**src/rtl/ann_layer_sequencer.sv**
```systemverilog
// Sequencer that runs the three fully connected layers one after another and captures the FindMax class.
// Optional abort path is built in when ANN_SEQ_ABORT_EN is defined.
module ann_layer_sequencer #(
  parameter int INPUT_NODES_L1 = 400,
  parameter int INPUT_NODES_L2 = 120,
  parameter int INPUT_NODES_L3 = 84,
  parameter int ADDR_WIDTH     = 9,
  parameter int DRAIN_CYCLES   = 1
) (
  input  logic                  clk,
  input  logic                  reset,
  input  logic                  start,
  output logic                  ready,
  output logic                  busy,
  output logic [ADDR_WIDTH-1:0] address,
  output logic [2:0]            layer_en,
  output logic [2:0]            rst_layer,
  output logic                  rst_relu,
  output logic [1:0]            en_relu,
  input  logic [3:0]            class_in,
  output logic [3:0]            class_out,
`ifdef ANN_SEQ_ABORT_EN
  input  logic                  abort,
  output logic                  aborted,
`endif
  output logic                  done
);

  typedef enum logic [3:0] {
    IDLE,
    L1_RUN,
    L1_DRAIN,
    RELU1,
    L2_RUN,
    L2_DRAIN,
    RELU2,
    L3_RUN,
    L3_DRAIN,
    CAPTURE
  } state_t;

  localparam int DRAIN_W = (DRAIN_CYCLES > 1) ? $clog2(DRAIN_CYCLES) : 1;
  localparam logic [DRAIN_W-1:0] DRAIN_LAST =
    DRAIN_W'((DRAIN_CYCLES > 0) ? DRAIN_CYCLES - 1 : 0);
  localparam logic [ADDR_WIDTH-1:0] L1_LAST = ADDR_WIDTH'(INPUT_NODES_L1 - 1);
  localparam logic [ADDR_WIDTH-1:0] L2_LAST = ADDR_WIDTH'(INPUT_NODES_L2 - 1);
  localparam logic [ADDR_WIDTH-1:0] L3_LAST = ADDR_WIDTH'(INPUT_NODES_L3 - 1);

  state_t                 state;
  state_t                 state_d;
  state_t                 drain_st;
  state_t                 post_st;
  logic [ADDR_WIDTH-1:0]  address_d;
  logic [ADDR_WIDTH-1:0]  run_last;
  logic [DRAIN_W-1:0]     drain_cnt;
  logic [DRAIN_W-1:0]     drain_d;
  logic                   done_d;
  logic [3:0]             class_d;
`ifdef ANN_SEQ_ABORT_EN
  logic                   aborted_d;
`endif

  // Per-layer constants for whichever layer the current state belongs to.
  always_comb begin
    run_last = '0;
    drain_st = IDLE;
    post_st  = IDLE;
    case (state)
      L1_RUN, L1_DRAIN: begin
        run_last = L1_LAST;
        drain_st = L1_DRAIN;
        post_st  = RELU1;
      end
      L2_RUN, L2_DRAIN: begin
        run_last = L2_LAST;
        drain_st = L2_DRAIN;
        post_st  = RELU2;
      end
      L3_RUN, L3_DRAIN: begin
        run_last = L3_LAST;
        drain_st = L3_DRAIN;
        post_st  = CAPTURE;
      end
      default: begin
        run_last = '0;
        drain_st = IDLE;
        post_st  = IDLE;
      end
    endcase
  end

  always_comb begin
    state_d   = state;
    address_d = address;
    drain_d   = drain_cnt;
    done_d    = 1'b0;
    class_d   = class_out;
`ifdef ANN_SEQ_ABORT_EN
    aborted_d = 1'b0;
`endif
    case (state)
      IDLE: begin
        address_d = '0;
        drain_d   = '0;
        if (start) begin
          state_d = L1_RUN;
        end
      end
      L1_RUN, L2_RUN, L3_RUN: begin
        // The last row is detected before incrementing so the counter never wraps.
        if (address == run_last) begin
          if (DRAIN_CYCLES == 0) begin
            state_d   = post_st;
            address_d = '0;
          end else begin
            state_d = drain_st;
            drain_d = '0;
          end
        end else begin
          address_d = address + 1'b1;
        end
      end
      L1_DRAIN, L2_DRAIN, L3_DRAIN: begin
        if (DRAIN_CYCLES == 0 || drain_cnt == DRAIN_LAST) begin
          state_d   = post_st;
          address_d = '0;
        end else begin
          drain_d = drain_cnt + 1'b1;
        end
      end
      RELU1: begin
        state_d = L2_RUN;
      end
      RELU2: begin
        state_d = L3_RUN;
      end
      CAPTURE: begin
        class_d = class_in;
        done_d  = 1'b1;
        state_d = IDLE;
      end
      default: begin
        state_d   = IDLE;
        address_d = '0;
      end
    endcase
`ifdef ANN_SEQ_ABORT_EN
    if (abort && state != IDLE) begin
      state_d   = IDLE;
      address_d = '0;
      drain_d   = '0;
      done_d    = 1'b0;
      class_d   = class_out;
      aborted_d = 1'b1;
    end
`endif
  end

  always_ff @(posedge clk) begin
    if (reset) begin
      state     <= IDLE;
      address   <= '0;
      drain_cnt <= '0;
      done      <= 1'b0;
      class_out <= 4'd0;
`ifdef ANN_SEQ_ABORT_EN
      aborted   <= 1'b0;
`endif
    end else begin
      state     <= state_d;
      address   <= address_d;
      drain_cnt <= drain_d;
      done      <= done_d;
      class_out <= class_d;
`ifdef ANN_SEQ_ABORT_EN
      aborted   <= aborted_d;
`endif
    end
  end

  // Control strobes are pure decodes of the registered state.
  always_comb begin
    layer_en = 3'b000;
    en_relu  = 2'b00;
    case (state)
      L1_RUN, L1_DRAIN: layer_en = 3'b001;
      L2_RUN, L2_DRAIN: layer_en = 3'b010;
      L3_RUN, L3_DRAIN: layer_en = 3'b100;
      RELU1:            en_relu  = 2'b01;
      RELU2:            en_relu  = 2'b10;
      default: begin
        layer_en = 3'b000;
        en_relu  = 2'b00;
      end
    endcase
  end

  assign ready     = (state == IDLE);
  assign busy      = (state != IDLE);
  assign rst_layer = (state == IDLE) ? 3'b111 : 3'b000;
  assign rst_relu  = (state == IDLE);

endmodule
```
**config.mk**
```make
export PLATFORM = sky130hd
export DESIGN_NAME = ann_layer_sequencer
export DESIGN_NICKNAME = d
export VERILOG_FILES = /design/src/rtl/ann_layer_sequencer.sv
export SDC_FILE = /design/constraint.sdc
export NUM_CORES = 1
export LEC_CHECK = 0
export CORE_UTILIZATION = 43
export CTS_CLUSTER_DIAMETER = 120
export DETAILED_ROUTE_END_ITERATION = 6
export PLACE_DENSITY = 0.81
export SYNTH_ARGS = -nofsm -noshare
export SYNTH_HDL_FRONTEND = slang
export SYNTH_SLANG_ARGS = --single-unit
export TNS_END_PERCENT = 5
```
**constraint.sdc**
```tcl
create_clock -name clk -period 1.9 [get_ports clk]
set_input_delay 0.19 -clock clk [delete_from_list [all_inputs] [get_ports clk]]
set_output_delay 0.19 -clock clk [all_outputs]
set_load 0.01 [all_outputs]
```
==> results of run 1 <==
## stage by stage
step	setup slack (ns)	cells	cell area [sq um]	TNS [ns]
global route	-0.1909	216	1719	-0.9220
floorplan	0.005046	142	1170	0
global placement	-0.1089	211	1593	-0.2898
finish	-0.1281	216	1719	-0.3313
detailed placement	-0.1446	211	1593	-0.8290
CTS	-0.05781	214	1630	-0.1111
## path summary, 6_finish.rpt
kind                             startpoint                         to  depth (start not counted)
hold / removal                  class_in[3]  class_out[3]$_SDFFE_PP0P_                          3
setup / recovery      state[2]$_SDFFE_PP0P_      state[0]$_SDFFE_PP0P_                          7
hold reg to reg   class_out[3]$_SDFFE_PP0P_  class_out[3]$_SDFFE_PP0P_                          2
setup reg to reg      state[2]$_SDFFE_PP0P_      state[0]$_SDFFE_PP0P_                          7
## logic make-up after synthesis
kind of cell	count (synthesis)	synth area share [%]
multiplexers	7	6.385
XOR/XNOR	6	4.545
AND/OR/NAND/NOR	67	33.23
flip-flops	18	31.17
buffers and inverters	15	7.251
adder cells (fa/ha/maj)	1	1.082
AO/OA/AOI/OAI	28	16.34
## registers in the layout, indices dropped and copies added, names as in the netlist
name	cells
address	9
class_out	4
state	4
done	1
## repair_timing
action	in CTS	in global routing
endpoints found under the hold margin	0	0
setup buffers	0	2
endpoints found under the setup margin	18	11
pin swaps	2	5
resized for setup	18	20
cloned	0	0
## where the power goes
| part | switching, mW | internal [mW] | total (mW) | leakage (nW) |
|---|---|---|---|---|
| logic | 0.410 | 0.437 | 0.847 | 0.482 |
| registers | 0.0736 | 0.405 | 0.478 | 0.148 |
| clock network | 0.132 | 0.0739 | 0.206 | 0.0138 |
| total | 0.615 | 0.916 | 1.53 | 0.644 |
## worst reg2reg max path, cell delays in order, from the launching register on
cell and delay, ns:
dfxtp_4 0.39, buf_6 0.12, or2_4 0.24, a311o_1 0.34, o311ai_2 0.11, nand4_1 0.23, nand2b_1 0.19, mux2_4 0.32
## cell type report
| class | count | area [sq um] |
|---|---|---|
| timing repair buffer | 53 | 476.7 |
| clock buffer | 3 | 22.52 |
| sequential | 18 | 372.9 |
| inverter | 3 | 11.26 |
| tap | 30 | 37.54 |
| multi-input combinational | 109 | 798.3 |
| fill | 193 | 780.7 |
## cells in the final DEF (no fill, tap or decap), drive strengths merged, types with 2 or more instances in the layout
master / instances
dlygate4sd2: 6
mux2: 3
nor3b: 2
o21ai: 8
nor3: 2
xor2: 5
inv: 3
nand4: 5
nand2: 9
nor2b: 5
nor4b: 2
clkdlybuf4s50: 22
buf: 22
nand2b: 6
mux2i: 4
o32ai: 2
clkbuf: 4
a211oi: 3
or3: 4
nor4: 3
and2: 2
nor2: 17
a21oi: 7
nand3: 4
dfxtp: 18
or2: 2
## per-layer routing
layer / vias to the layer above / part of all wire [%] / GRT usage (%)
li1: 596 / - / -
met1: 571 / 46 / 32.59
met2: 53 / 48 / 36.21
met3: 9 / 5.2 / 3.955
met4: 0 / 1.3 / 8.333
met5: - / 0 / 0
==> metrics.txt, run 1 <==
R2R Setup Slk=-0.13 ns; Layout Skew=~0.0084 ns; Rows=18; Seq cells post-synth=18; failing checks=setup timing; clock tree from TritonCTS=yes; CP Capture Type=flip-flop; DRC viols=0; Tot GR Track Use=between 20% and 30%; Core ar.=2500 sq um; mean post-synth cell area=a little over 8 sq um; Initial Utilization=between 40% and 50%; cell area after synthesis=between 1000 and 1500 sq um; # setup viols final=7; H-tree levels=1; run status=finished with violations; largest area contributor in the netlist=dfxtp_1; die extent in x=approximately 54 microns; final net count=196; Clock Tree Root=clkbuf_4; Setup WS post-layout=-0.1281 ns; vias=1229; first drt pass iteration count=4; clk_lat worst skew=about 0.30 ns; Crit Path Max Fanout=6; max cap viols=0; Seq/Total Area, Yosys=between 30% and 40%; YS warnings=0; cell with the most instances after synthesis=dfxtp_1; final RePlAce weighted congestion=approximately 0.96; HP Class=in2reg; Unique masters post-synth=51; final WL=3316 microns; syn nets=150; initial antenna violation count=0; Die Ht=between 50 and 60 microns; largest net degree at the start of global routing=16; period utilization=106.7%; final design utilization=68.77%; commonest cells in the synthesized netlist=dfxtp_1 (18), nor2_1 (17), nand2_1 (9); Worst EP required=2.10 ns; crit path kind=reg2reg; Worst Path Arrival=2.23 ns; slew at the pin closest to its max-slew limit=a little under 0.6 ns; routed vias/inst=5.690; number of antenna-violating nets in the routed design=0; fin crit period=2.028 ns; Peak VDD IR=0.0007212 V; RSZ-0062 raised after global routing=yes; synth top area cells=dfxtp_1 (31%), nor2_1 (5.5%), xor2_1 (3.8%); max incr delay on CP=just under 0.4 ns; Pleak=approximately 0.64 nW; Peak Freq=about 500 MHz; total grt overflow=0; EDFF count, synth=0; layout cell share with drive strength beyond 1=27.42%; global-route wire length before repair=just under 5000 microns; max-slew violations=0; Initial DRC Count=33; PortBufs=31; Cells after Synth=approximately 140; Area growth, synth to finish=48.70%; crit path launch type=flip-flop; # IOs=32; Hold Slack=0.4916 ns; Hold Fails Final Rpt=0; diodes inserted=0; CTS clock-pin slew for the worst setup and hold paths=0.12 ns; Yosys top cell area share=just over 30%; die area=slightly below 3000 sq um; Clock Path Buffers=2; clock sink count=18; Inserted Clock Buffers=3; PD cells=between 800 and 900 nW/um^2; Synth Flop Type=dfxtp_1; WP buf/inv=1; Power Total=about 1.5 mW; share of flip-flops with an asynchronous set or reset=0%; CP Cell Sequence=buf_6 -> or2_4 -> a311o_1 -> o311ai_2 -> nand4_1 -> nand2b_1 -> mux2_4; WL per Instance=roughly 15 microns; number of global-route vias before repair=roughly 1100; Slowest-stage cell, CP=dfxtp_4; post-detail-place hpwl=approximately 2300 microns; Slew headroom=60.28%; Hold Buf Count CTS=0; CP top delay family=simple AND/OR/NAND/NOR gates
No activity file was read; power rests on OpenSTA's default activity.
==> run 2, diff against run 1 <==
Settings changed: CORE_UTILIZATION 43 to 40, PLACE_DENSITY 0.81 to 0.76.
==> run 2 against run 1 <==
The run still ends with setup timing left. Routed wire length is 0.93% higher. First-iteration DRC count is 30% lower. Critical path type unchanged. Sequential power is 5.4% lower. Power is 3.0% higher. Global-route usage is 2.5 points lower. Largest cell class unchanged. Worst hold slack better by 0.013 ns. Critical path depth stayed put. Clock skew is 0.0025 ns lower. Sequential cell count stayed put.
==> metrics.txt, run 2 (synthesis gave the netlist of run 1 again) <==
run status=finished with violations (unchanged); failing checks=setup timing (unchanged); Worst Path Arrival=2.20 ns (was 2.23 ns); biggest regs=address: 9 flops, class_out: 4 flops, state: 4 flops (unchanged); Peak Freq=492.6 MHz (was 493.1 MHz); post-detail-place hpwl=2500 microns (was 2313 microns); initial antenna violation count=0 (unchanged); diodes inserted=0 (unchanged); WL per Instance=14.94 microns (was 15.35 microns); final setup TNS=-0.4228 ns (was -0.3313 ns); global-route wire length before repair=5340 microns (was 4968 microns); most common cell after layout, fill and taps aside=buf_4 (was clkdlybuf4s50_1); CP Capture Type=flip-flop (unchanged); vias=1282 (was 1229); PD cells=904.9 nW/um^2 (was 890.4 nW/um^2); Hold Fails Final Rpt=0 (unchanged); number of global-route vias before repair=1209 (was 1108); clock sink count=18 (unchanged); Initial Utilization=41.92% (was 46.25%); CTS clock-pin slew for the worst setup and hold paths=0.09 ns (was 0.12 ns); Crit Path Max Fanout=10 (was 6); total grt overflow=0 (unchanged); Largest Register=address (unchanged); # setup viols final=8 (was 7); Worst EP required=2.07 ns (was 2.10 ns); PortBufs=31 (unchanged); Peak VDD IR=0.0006329 V (was 0.0007212 V); Inserted Clock Buffers=3 (unchanged); final design utilization=63.20% (was 68.77%); largest net degree at the start of global routing=13 (was 16); max-slew violations=0 (unchanged); fin cells=224 (was 216); M2 GR Usage=37.52% (was 36.21%); Core ar.=2758 sq um (was 2500 sq um); slew at the pin closest to its max-slew limit=0.4601 ns (was 0.5945 ns); DRC viols=0 (unchanged); Setup WS post-layout=-0.1301 ns (was -0.1281 ns); final net count=203 (was 196); crit path launch type=flip-flop (unchanged); Clock Path Buffers=2 (unchanged); clock tree from TritonCTS=yes (unchanged); Area growth, synth to finish=50.76% (was 48.70%); crit path kind=reg2reg (unchanged); Die Ht=55.76 microns (was 53.85 microns); period utilization=106.8% (was 106.7%); HP Class=reg2reg (was in2reg); Slew headroom=68.90% (was 60.28%); die extent in x=55.76 microns (was 53.85 microns); most frequent cells in the layout=buf_4 (30), clkdlybuf4s50_1 (20), nor2_1 (17), dfxtp_1 (14), nand2_1 (9) (was clkdlybuf4s50_1 (22), buf_4 (19), nor2_1 (17), dfxtp_1 (14), nand2_1 (9)); final RePlAce weighted congestion=0.9736 (was 0.9552); Initial DRC Count=23 (was 33); clk_lat worst skew=0.29 ns (was 0.30 ns); Pleak=0.7156 nW (was 0.6441 nW); number of antenna-violating nets in the routed design=0 (unchanged); fin crit period=2.030 ns (was 2.028 ns); routed vias/inst=5.723 (was 5.690); Layout Skew=0.005886 ns (was 0.008366 ns); die area=3109 sq um (was 2900 sq um); grt met3 use=3.256% (was 3.955%); met1 Use GR=26.20% (was 32.59%); Rows=19 (was 18); Largest register FFs=9 (unchanged); max cap viols=0 (unchanged); H-tree levels=1 (unchanged); Clock Tree Root=clkbuf_4 (unchanged); Hold Buf Count CTS=0 (unchanged); # IOs=32 (unchanged); DP Cell Count=220 (was 211); first drt pass iteration count=4 (unchanged); layout cell share with drive strength beyond 1=27.98% (was 27.42%); Tot GR Track Use=20.99% (was 23.48%); layer with the highest usage=met2 (unchanged); final WL=3347 microns (was 3316 microns); RSZ-0062 raised after global routing=yes (unchanged)
-- run 2: changes by cell type in the layout (fill, tap and decap cells not counted), moves of 2 or more --
cell             delta
mux2_4              -2
dlymetal6s2s_1      +3
o21ai_1             +2
buf_6               -3
buf_4              +11
clkdlybuf4s50_1     -2
-- run 2: timing repair --
item                                   4_1_cts  5_1_grt
resized for setup                           16       12
endpoints found under the hold margin        0        0
setup endpoints to repair                   18       13
setup buffers                                0        1
pin swaps                                    1        1
-- run 2: final timing paths --
check	startpoint	to	slack, ns	cells past startpoint
max	state[0]$_SDFFE_PP0P_	state[0]$_SDFFE_PP0P_	-0.13	7
min	class_out[0]$_SDFFE_PP0P_	class_out[0]$_SDFFE_PP0P_	0.50	2
max reg2reg	state[0]$_SDFFE_PP0P_	state[0]$_SDFFE_PP0P_	-0.13	7
min reg2reg	class_out[0]$_SDFFE_PP0P_	class_out[0]$_SDFFE_PP0P_	0.50	2
-- run 2: final cells by class --
| class | count | area, sq um |
|---|---|---|
| Inverter | 3 | 11.26 |
| Fill cell | 222 | 1015 |
| Tap cell | 31 | 38.79 |
| Sequential cell | 18 | 370.4 |
| Multi-Input combinational cell | 109 | 772.0 |
| Clock buffer | 3 | 22.52 |
| Timing Repair Buffer | 60 | 528.0 |
-- run 2: power breakdown --
group	switching, mW	internal [mW]
Clock	0.109	0.0736
Sequential	0.0498	0.402
Combinational	0.444	0.499
Total	0.603	0.974
-- run 2: critical path: stages, from the launching register on --
cell and delay [ns]:
dfxtp_2 0.41, buf_4 0.17, nor2_1 0.10, a21oi_1 0.07, o311ai_1 0.40, nand4_1 0.23
nand2b_1 0.19, mux2_1 0.34
-- run 2: metal layers --
metal  part of all wire [%]  vias to the layer above
met5                      0                        -
met4                    1.9                        0
met3                    7.1                        8
met2                     50                       62
met1                     41                      600
li1                       -                      612
-- run 2: stage by stage --
stage	area [sq um]	hold WS, ns	setup WS [ns]	total power, mW
after detailed placement	1654	0.4843	-0.2029	1.331
after global routing	1743	0.5509	-0.1823	1.656
after floorplan	1170	0.3372	0.005046	0.9319
final	1743	0.5044	-0.1301	1.577
after global placement	1654	0.4754	-0.1310	1.307
after CTS	1694	0.5139	-0.1522	1.515
==> run 3, diff against run 2 <==
Settings changed: SLEW_MARGIN from default to 5.
==> results of run 3 <==
No change in the layout: final DEF, timing and power equal those of run 2.
